===== config.mk =====
export PLATFORM = sky130hd
export DESIGN_NAME = multi_ctrl_fsm
export DESIGN_NICKNAME = d
export VERILOG_FILES = /design/src/rtl/mips_ctrl_pkg.sv /design/src/rtl/multi_ctrl_fsm.sv
export SDC_FILE = /design/constraint.sdc
export NUM_CORES = 1
export LEC_CHECK = 0
export CAP_MARGIN = 15
export CORE_ASPECT_RATIO = 1.2
export CORE_MARGIN = 10
export CORE_UTILIZATION = 40
export CTS_CLUSTER_DIAMETER = 200
export DETAILED_ROUTE_END_ITERATION = 10
export GPL_TIMING_DRIVEN = 1
export PLACE_DENSITY = 0.68
export SLEW_MARGIN = 20
export SYNTH_ARGS = -nofsm -noshare
export SYNTH_HDL_FRONTEND = slang
export SYNTH_SLANG_ARGS = --single-unit

===== constraint.sdc =====
create_clock -name clk -period 1.8 [get_ports clk]
set_input_delay 0.27 -clock clk [delete_from_list [all_inputs] [get_ports clk]]
set_output_delay 0.27 -clock clk [all_outputs]
set_load 0.1 [all_outputs]

===== src/rtl/mips_ctrl_pkg.sv =====
// Shared constants for the multicycle MIPS control path: state codes, opcodes, ALU ops.
// No logic; no latency; no backpressure.
package mips_ctrl_pkg;

    typedef enum logic [3:0] {
        S_FETCH   = 4'd0,
        S_DECODE  = 4'd1,
        S_MEMADR  = 4'd2,
        S_MEMRD   = 4'd3,
        S_MEMWB   = 4'd4,
        S_MEMWR   = 4'd5,
        S_EXECUTE = 4'd6,
        S_ALUWB   = 4'd7,
        S_BRANCH  = 4'd8,
        S_IMMEXEC = 4'd9,
        S_IMMWB   = 4'd10,
        S_JUMP    = 4'd11,
        S_ILLEGAL = 4'd15
    } state_t;

    localparam logic [5:0] OP_RTYPE = 6'b000000;
    localparam logic [5:0] OP_LW    = 6'b100011;
    localparam logic [5:0] OP_SW    = 6'b101011;
    localparam logic [5:0] OP_BEQ   = 6'b000100;
    localparam logic [5:0] OP_ADDI  = 6'b001000;
    localparam logic [5:0] OP_J     = 6'b000010;
    localparam logic [5:0] OP_ANDI  = 6'b001100;
    localparam logic [5:0] OP_ORI   = 6'b001101;
    localparam logic [5:0] OP_SLTI  = 6'b001010;

    localparam logic [2:0] ALU_ADD   = 3'b000;
    localparam logic [2:0] ALU_SUB   = 3'b001;
    localparam logic [2:0] ALU_FUNCT = 3'b010;
    localparam logic [2:0] ALU_AND   = 3'b011;
    localparam logic [2:0] ALU_OR    = 3'b100;
    localparam logic [2:0] ALU_SLT   = 3'b101;

    function automatic logic is_ext_op(input logic [5:0] op);
        return (op == OP_ANDI) || (op == OP_ORI) || (op == OP_SLTI);
    endfunction

endpackage


===== src/rtl/multi_ctrl_fsm.sv =====
// Multicycle MIPS main control FSM with memory wait-states, illegal-op handling, retire counter.
// Latency: beq/j 3, R/sw/addi/imm 4, lw 5 cycles; controls are combinational from state.
// Backpressure: mem_ready low holds FETCH/MEMRD/MEMWR (when MEM_WAIT=1).
module multi_ctrl_fsm
    import mips_ctrl_pkg::*;
#(
    parameter bit EXT_OPS         = 1'b1,
    parameter bit MEM_WAIT        = 1'b1,
    parameter bit TRAP_ON_ILLEGAL = 1'b0,
    parameter int CNT_W           = 32
) (
    input  logic             clk,
    input  logic             reset,
    input  logic [5:0]       Op,
    input  logic             mem_ready,
    output logic             MemToReg,
    output logic             RegDst,
    output logic             IorD,
    output logic             ALUSrcA,
    output logic             IRWrite,
    output logic             MemWrite,
    output logic             PCWrite,
    output logic             Branch,
    output logic             RegWrite,
    output logic             ZeroExt,
    output logic [1:0]       ALUSrcB,
    output logic [1:0]       PCSrc,
    output logic [2:0]       ALUOp,
    output logic [3:0]       state_o,
    output logic             instr_done,
    output logic             illegal_op,
    output logic [CNT_W-1:0] instr_count
);

    state_t           state_q, state_d;
    logic             is_sw_q;
    logic [CNT_W-1:0] count_q;
    logic             rdy;

    assign rdy         = mem_ready | ~MEM_WAIT;
    assign state_o     = state_q;
    assign instr_count = count_q;

    // lw/sw direction is captured in DECODE so MEMADR never looks at Op.
    always_ff @(posedge clk) begin
        if (reset) begin
            state_q <= S_FETCH;
            is_sw_q <= 1'b0;
        end else begin
            state_q <= state_d;
            if (state_q == S_DECODE) is_sw_q <= (Op == OP_SW);
        end
    end

    always_comb begin
        state_d = S_FETCH;
        case (state_q)
            S_FETCH:   state_d = rdy ? S_DECODE : S_FETCH;
            S_DECODE: begin
                if (Op == OP_LW || Op == OP_SW)      state_d = S_MEMADR;
                else if (Op == OP_RTYPE)             state_d = S_EXECUTE;
                else if (Op == OP_BEQ)               state_d = S_BRANCH;
                else if (Op == OP_ADDI)              state_d = S_IMMEXEC;
                else if (Op == OP_J)                 state_d = S_JUMP;
                else if (EXT_OPS && is_ext_op(Op))   state_d = S_IMMEXEC;
                else                                 state_d = S_ILLEGAL;
            end
            S_MEMADR:  state_d = is_sw_q ? S_MEMWR : S_MEMRD;
            S_MEMRD:   state_d = rdy ? S_MEMWB : S_MEMRD;
            S_MEMWR:   state_d = rdy ? S_FETCH : S_MEMWR;
            S_EXECUTE: state_d = S_ALUWB;
            S_IMMEXEC: state_d = S_IMMWB;
            S_ILLEGAL: state_d = TRAP_ON_ILLEGAL ? S_ILLEGAL : S_FETCH;
            default:   state_d = S_FETCH;
        endcase
    end

    always_comb begin
        MemToReg   = 1'b0;
        RegDst     = 1'b0;
        IorD       = 1'b0;
        ALUSrcA    = 1'b0;
        IRWrite    = 1'b0;
        MemWrite   = 1'b0;
        PCWrite    = 1'b0;
        Branch     = 1'b0;
        RegWrite   = 1'b0;
        ZeroExt    = 1'b0;
        ALUSrcB    = 2'b00;
        PCSrc      = 2'b00;
        ALUOp      = ALU_ADD;
        instr_done = 1'b0;
        illegal_op = 1'b0;
        if (!reset) begin
            case (state_q)
                S_FETCH: begin
                    ALUSrcB = 2'b01;
                    IRWrite = rdy;
                    PCWrite = rdy;
                end
                S_DECODE:  ALUSrcB = 2'b11;
                S_MEMADR: begin
                    ALUSrcA = 1'b1;
                    ALUSrcB = 2'b10;
                end
                S_MEMRD:   IorD = 1'b1;
                S_MEMWB: begin
                    MemToReg   = 1'b1;
                    RegWrite   = 1'b1;
                    instr_done = 1'b1;
                end
                S_MEMWR: begin
                    IorD       = 1'b1;
                    MemWrite   = 1'b1;
                    instr_done = rdy;
                end
                S_EXECUTE: begin
                    ALUSrcA = 1'b1;
                    ALUOp   = ALU_FUNCT;
                end
                S_ALUWB: begin
                    RegDst     = 1'b1;
                    RegWrite   = 1'b1;
                    instr_done = 1'b1;
                end
                S_BRANCH: begin
                    ALUSrcA    = 1'b1;
                    ALUOp      = ALU_SUB;
                    PCSrc      = 2'b01;
                    Branch     = 1'b1;
                    instr_done = 1'b1;
                end
                S_IMMEXEC: begin
                    ALUSrcA = 1'b1;
                    ALUSrcB = 2'b10;
                    if (EXT_OPS) begin
                        case (Op)
                            OP_ANDI: ALUOp = ALU_AND;
                            OP_ORI:  ALUOp = ALU_OR;
                            OP_SLTI: ALUOp = ALU_SLT;
                            default: ALUOp = ALU_ADD;
                        endcase
                        ZeroExt = (Op == OP_ANDI) || (Op == OP_ORI);
                    end
                end
                S_IMMWB: begin
                    RegWrite   = 1'b1;
                    instr_done = 1'b1;
                end
                S_JUMP: begin
                    PCSrc      = 2'b10;
                    PCWrite    = 1'b1;
                    instr_done = 1'b1;
                end
                S_ILLEGAL: begin
                    illegal_op = 1'b1;
                    instr_done = ~TRAP_ON_ILLEGAL;
                end
                default: ;
            endcase
        end
    end

    always_ff @(posedge clk) begin
        if (reset)           count_q <= '0;
        else if (instr_done) count_q <= count_q + CNT_W'(1);
    end

endmodule


==> impl_metrics.csv, run 1 <==
group,metric,value,unit
timing,max_slew_margin,70.66,%
power,total_power,4.156,mW
timing,finalMaxSlewViolations,0,
timing,worst_slack,-169.8,ps
grt,grt_pass1_wl,13100,um
synthesis,synth_xor_area_share,1.057,%
route,drc_errors,0,
clock_network,clock_latency,280,ps
clock_network,cts_tree,"done",
run,drv_cap,0,
timing,worst_hold_slack,500.9,ps
synthesis,synth_compound_area_share,13.89,%
worst_setup_path,start_kind,"flop",
worst_setup_path,cp_num_buf_inv,2,
worst_setup_path,crit_path_end_kind,"primary output",
clock_network,path_clk_slew,70,ps
synthesis,synth_common_cells,"dfxtp_1, nor2_1, a21oi_1",
synthesis,synthSimpleGateAreaFrac,39.31,%
synthesis,synth_top_area_share,29.79,%
placement,io_buffer_count,63,
worst_setup_path,cp_top_family,"buffers and inverters",
final_layout,num_antenna_cells,0,
clock_network,htree_levels,2,
timing,hold_viol_final,0,
timing,fin_skew,7.146,ps
final_layout,fin_nets,418,
clock_network,root_buffer,"clkbuf_8",
timing,layout_min_cycle_time,1970,ps
timing,period_share,109.4,%
grt,antenna_found_initial,0,
final_layout,drive_above_1_share,47.19,%
grt,grt_pass1_vias,2746,
synthesis,ys_async_sr_fraction,0,%
power,ir_drop,1449,uV
die,fp.coreArea,6051,sq um
route,vias_per_cell,5.662,
die,start_util,41.09,%
worst_setup_path,max_stage_delay,380,ps
synthesis,synth-edff-count,0,
clock_network,numCtsBuffers,5,
synthesis,ys_ff_latch,37,
synthesis,syn_inst,319,
worst_setup_path,arrival,1700,ps
route,wl_per_cell,16.22,um
min_path,hold_class,"input port to flop",
die,die_y,106.4,um
synthesis,yosysWarnings,0,
timing,fmax,507.7,MHz
timing,rsz0062_at_grt,"true",
final_layout,syn_to_final_growth,72.62,%
clock_network,numClockSinks,37,
grt,grt_max_degree,40,
worst_setup_path,required,1530,ps
worst_setup_path,path_cells,"nor3b_4, nand4_1, buf_4, o31ai_4, buf_12",
worst_setup_path,crit_type,"flop to primary output",
synthesis,synth_top_family_by_area,"simple AND/OR/NAND/NOR gates",
synthesis,synthAdderAreaFrac,0.5033,%
synthesis,ys.flop_type,"dfxtp_1",
synthesis,synthesis.nets,329,
synthesis,muxShareOfSynthArea,8.958,%
route,dr.pass1.iters,6,
die,die_w,91.97,um
power,powerDensity,968.4,nW/um^2
placement,dp_hpwl,6082,um
synthesis,syn-cell-area,2486,sq um
synthesis,synth_top_cell_by_area,"dfxtp_1",
worst_setup_path,slowest_stage,"dfxtp_4",
timing,finalSetupViolCount,33,
route,num_vias,2780,
synthesis,synth_area_leaders,"dfxtp_1, mux2_1, a21oi_1",
timing,worstMarginPinSlew,434.5,ps
status,outcome,"finished with violations",
die,io_pins,64,
clock_network,clock_path_buffers,2,
route,drt-total-wl,7962,um
synthesis,synth-seq-area-share,29.79,%
synthesis,yosysMostFrequentCell,"dfxtp_1",
power,leakagePower,1.584,nW
synthesis,synth_cell_type_count,51,
worst_setup_path,cp_max_fo,6,
placement,gp_congestion,0.9231,
die,std_cell_rows,31,
route,drtIter0Drc,210,
route,ant_nets,0,
synthesis,avgSynthCellArea,7.794,sq um
grt,grt_overflow,0,
status,failed_checks,"negative setup slack",
die,dieArea,9782,sq um
grt,track_usage,15.78,%
[cells in the final DEF (no fill, tap or decap), types with 7 or more instances in the layout]
cell type	n
a21oi_1	23
dfxtp_2	8
o21ai_0	8
mux2_1	14
nor2_1	25
dfxtp_4	26
or3_1	7
or4_1	8
clkdlybuf4s50_1	7
nor4_1	7
nand2_1	13
nand4_1	10
buf_12	40
buf_4	60
nor4_2	9
nand3_1	13
nor2b_1	18
o31ai_1	8
[logic make-up (layout without fill, tap and decap cells)]
kind of cell	after synthesis	count (layout)
AO/OA/AOI/OAI	54	54
multiplexers	20	20
XOR/XNOR	3	3
flip-flops	37	37
adder cells (fa/ha/maj)	1	1
buffers and inverters	35	125
AND/OR/NAND/NOR	169	169
[worst reg2reg max path, delay by kind of cell (launching register included)]
| family | cells | cell delay [ps] |
|---|---|---|
| and+or+nand+nor | 1 | 340 |
| muxes | 2 | 590 |
| DFF | 1 | 370 |
| AOI/OAI and AO/OA | 1 | 170 |
| buffers and inverters | 2 | 340 |
[per-layer routing]
| layer | vias up | track usage, % | routed length [um] |
|---|---|---|---|
| li1 | 1352 | - | - |
| met1 | 1347 | 16.35 | 3066 |
| met2 | 75 | 29.80 | 4425 |
| met3 | 6 | 4.504 | 395 |
| met4 | 0 | 4.636 | 74 |
| met5 | - | 0 | 0 |
[power by group]
group	switching, mW	internal [mW]
registers	0.0885	0.862
logic	1.62	1.02
clock network	0.295	0.269
[flip-flops by register name, indices dropped and copies added, names as in the netlist]
name,count
instr_count,32
is_sw_q,1
state_o,4
[area by class of cell]
class                           instances  area [sq um]
Multi-Input combinational cell        247          1874
Fill cell                             473          1759
Timing Repair Buffer                  110          1353
Sequential cell                        37         848.3
Tap cell                               82         102.6
Clock buffer                            6         72.57
Inverter                                7         30.03
Clock inverter                          2         11.26
[per-stage QoR]
step / TNS (ps) / area, sq um / setup WS (ps) / util, % / instances
global route: -5856 / 4292 / -252.5 / 70.93 / 491
floorplan: -7462 / 2884 / -493.1 / - / 319
global placement: -6810 / 4049 / -293.4 / 66.91 / 475
detailed placement: -8361 / 4049 / -365.4 / 66.91 / 475
CTS: -3178 / 4234 / -201.7 / 69.98 / 489
finish: -2536 / 4292 / -169.8 / 70.93 / 491
[timing repair]
| item | CTS | global route |
|---|---|---|
| hold endpoints to repair | 0 | 0 |
| hold buffers | 0 | 0 |
| pin swaps | 7 | 3 |
| buffers inserted | 6 | 3 |
| resized for setup | 14 | 7 |
| setup endpoints to repair | 33 | 42 |
[final timing paths]
kind,startpoint,end,slack [ps],depth (start not counted)
worst max register to register,state_o[2],instr_count[19],-110,6
worst max-delay path,state_o[3],ALUOp[0],-170,5
worst min-delay path,reset,instr_count[1],500,3
worst min register to register,instr_count[11],instr_count[11],500,2
Power figures use the tool's default switching activity.
==> run 2: changes to the inputs <==
--- a/constraint.sdc
+++ b/constraint.sdc
@@ -3,2 +3,2 @@
 set_output_delay 0.27 -clock clk [all_outputs]
-set_load 0.1 [all_outputs]
+set_load 0.02 [all_outputs]
==> run 2 against run 1 <==
  * Critical path depth unchanged
  * Largest power group unchanged
  * First-iteration DRC count down 54%
  * The flow still finishes with violations (negative setup slack)
  * Setup slack better by 100 ps
==> impl_metrics.csv, run 2 (same netlist as run 1, synthesis figures left out) <==
group,metric,value,unit
status,outcome,"finished with violations",
status,failed_checks,"negative setup slack",
power,power.share.clock,18.5,%
route,ant_nets,0,
power,total_power,3.482,mW
worst_setup_path,start_kind,"flop",
timing,rsz0062_at_grt,"true",
timing,layout_min_cycle_time,1870,ps
timing,hold_viol_final,0,
clock_network,root_buffer,"clkbuf_8",
timing,worst_slack,-69.88,ps
die,start_util,41.09,%
final_layout,largest_reg_flops,32,
grt,grt_pass1_wl,13680,um
worst_setup_path,cp_max_fo,4,
timing,max_slew_margin,72.39,%
placement,gp_congestion,0.8431,
power,leakagePower,1.669,nW
route,drt-total-wl,8609,um
die,die_w,91.97,um
final_layout,fin_nets,444,
die,dieArea,9782,sq um
power,powerDensity,845.4,nW/um^2
power,combPwrFrac,54.8,%
clock_network,cts_tree,"done",
clock_network,path_clk_slew,70,ps
timing,fmax,534.8,MHz
timing,finalSetupViolCount,24,
timing,setup_tns,-705.3,ps
timing,finalMaxSlewViolations,0,
worst_setup_path,r2r_slack,-50,ps
grt,grt_pass1_vias,2869,
route,wl_per_cell,16.65,um
final_layout,final_common_cell,"buf_4",
power,p_int,2.128,mW
final_layout,design_area,4119,sq um
route,drc_errors,0,
final_layout,syn_to_final_growth,65.68,%
placement,io_buffer_count,63,
clock_network,hold_buffers,0,
grt,track_usage,16.61,%
placement,dp_hpwl,6011,um
route,drtIter0Drc,97,
final_layout,final_cell_mix,"buf_4, clkdlybuf4s50_1, dfxtp_1, nor2_1, a21oi_1",
grt,antenna_found_initial,0,
route,num_vias,2864,
die,die_y,106.4,um
worst_setup_path,reg2reg_to,"instr_count[22]",
worst_setup_path,crit_type,"flop to primary output",
final_layout,drive_above_1_share,39.31,%
clock_network,numClockSinks,37,
worst_setup_path,crit_path_end_kind,"primary output",
power,p_sw_share,38.90,%
worst_setup_path,arrival,1600,ps
final_layout,num_antenna_cells,0,
die,std_cell_rows,31,
grt,grt_max_degree,39,
min_path,holdPathStages,2,
min_path,hold_class,"flop to flop",
timing,fin_skew,5.619,ps
power,ir_drop,732.3,uV
power,p_seq_share,26.7,%
grt,grt_overflow,0,
worst_setup_path,reg2regPathDepth,6,
timing,worstMarginPinSlew,403.7,ps
timing,worst_hold_slack,521.9,ps
power,power.switching,1.354,mW
clock_network,htree_levels,2,
clock_network,clock_path_buffers,2,
placement,place_area,3610,sq um
worst_setup_path,critPathLaunch,"state_o[2]",
worst_setup_path,r2r-start,"state_o[3]",
worst_setup_path,required,1530,ps
placement,pre_cts_slack,-433.1,ps
die,fp.coreArea,6051,sq um
worst_setup_path,cp-endpoint,"ALUOp[0]",
route,vias_per_cell,5.540,
die,io_pins,64,
run,drv_cap,0,
clock_network,numCtsBuffers,5,
clock_network,clock_latency,300,ps
route,dr.pass1.iters,4,
timing,period_share,103.9,%
run 2: final cells by class:
cell class	count	area [sq um]
Clock buffer	7	96.34
Timing Repair Buffer	136	1194
Fill cell	498	1932
Inverter	7	26.28
Clock inverter	1	5.005
Multi-Input combinational cell	247	1942
Tap cell	82	102.6
Sequential cell	37	753.2
run 2: layer usage:
layer / wire length, um / vias to the layer above / part of all wire [%] / track usage (%)
met5: 0 / - / 0 / 0
met4: 170 / 0 / 2.0 / 6.843
met3: 479 / 17 / 5.6 / 4.785
met2: 4530 / 83 / 53 / 30.25
met1: 3428 / 1377 / 40 / 17.35
li1: - / 1387 / - / -
run 2: per-stage QoR:
step / instances / utilization (%)
6_report: 517 / 68.07
5_1_grt: 517 / 68.07
4_1_cts: 511 / 63.83
3_5_place_dp: 500 / 59.66
3_3_place_gp: 500 / 59.66
2_1_floorplan: 319 / -
run 2: repair_timing:
action                                  4_1_cts  5_1_grt
pin swaps                                     3        5
cloned                                        0        2
buffers inserted                              3        4
endpoints found under the setup margin       50       47
resized for setup                           117       53
run 2: how the worst min path moves through the flow:
stage,endpoint,start,slack (ps)
2_1_floorplan,state_o[1],Op[4],460
3_3_place_gp,instr_count[7],instr_count[7],500
3_5_place_dp,instr_count[3],instr_count[3],500
4_1_cts,instr_count[3],instr_count[3],520
5_1_grt,instr_count[7],instr_count[7],550
6_report,is_sw_q,is_sw_q,520
run 2: critical path, cell delays in order (launching register included):
cell and delay (ps):
dfxtp_4 370, nor3b_4 230, nand4_1 140, buf_4 170, o31ai_4 230, buf_6 150
run 2: power groups by stage:
stage	registers (mW)	clock network [mW]	logic, mW
floorplan	1.01	0	0.782
global placement	0.934	0	1.51
detailed placement	0.935	0	1.53
CTS	0.921	0.662	1.71
global route	0.934	0.698	2.04
finish	0.929	0.646	1.91
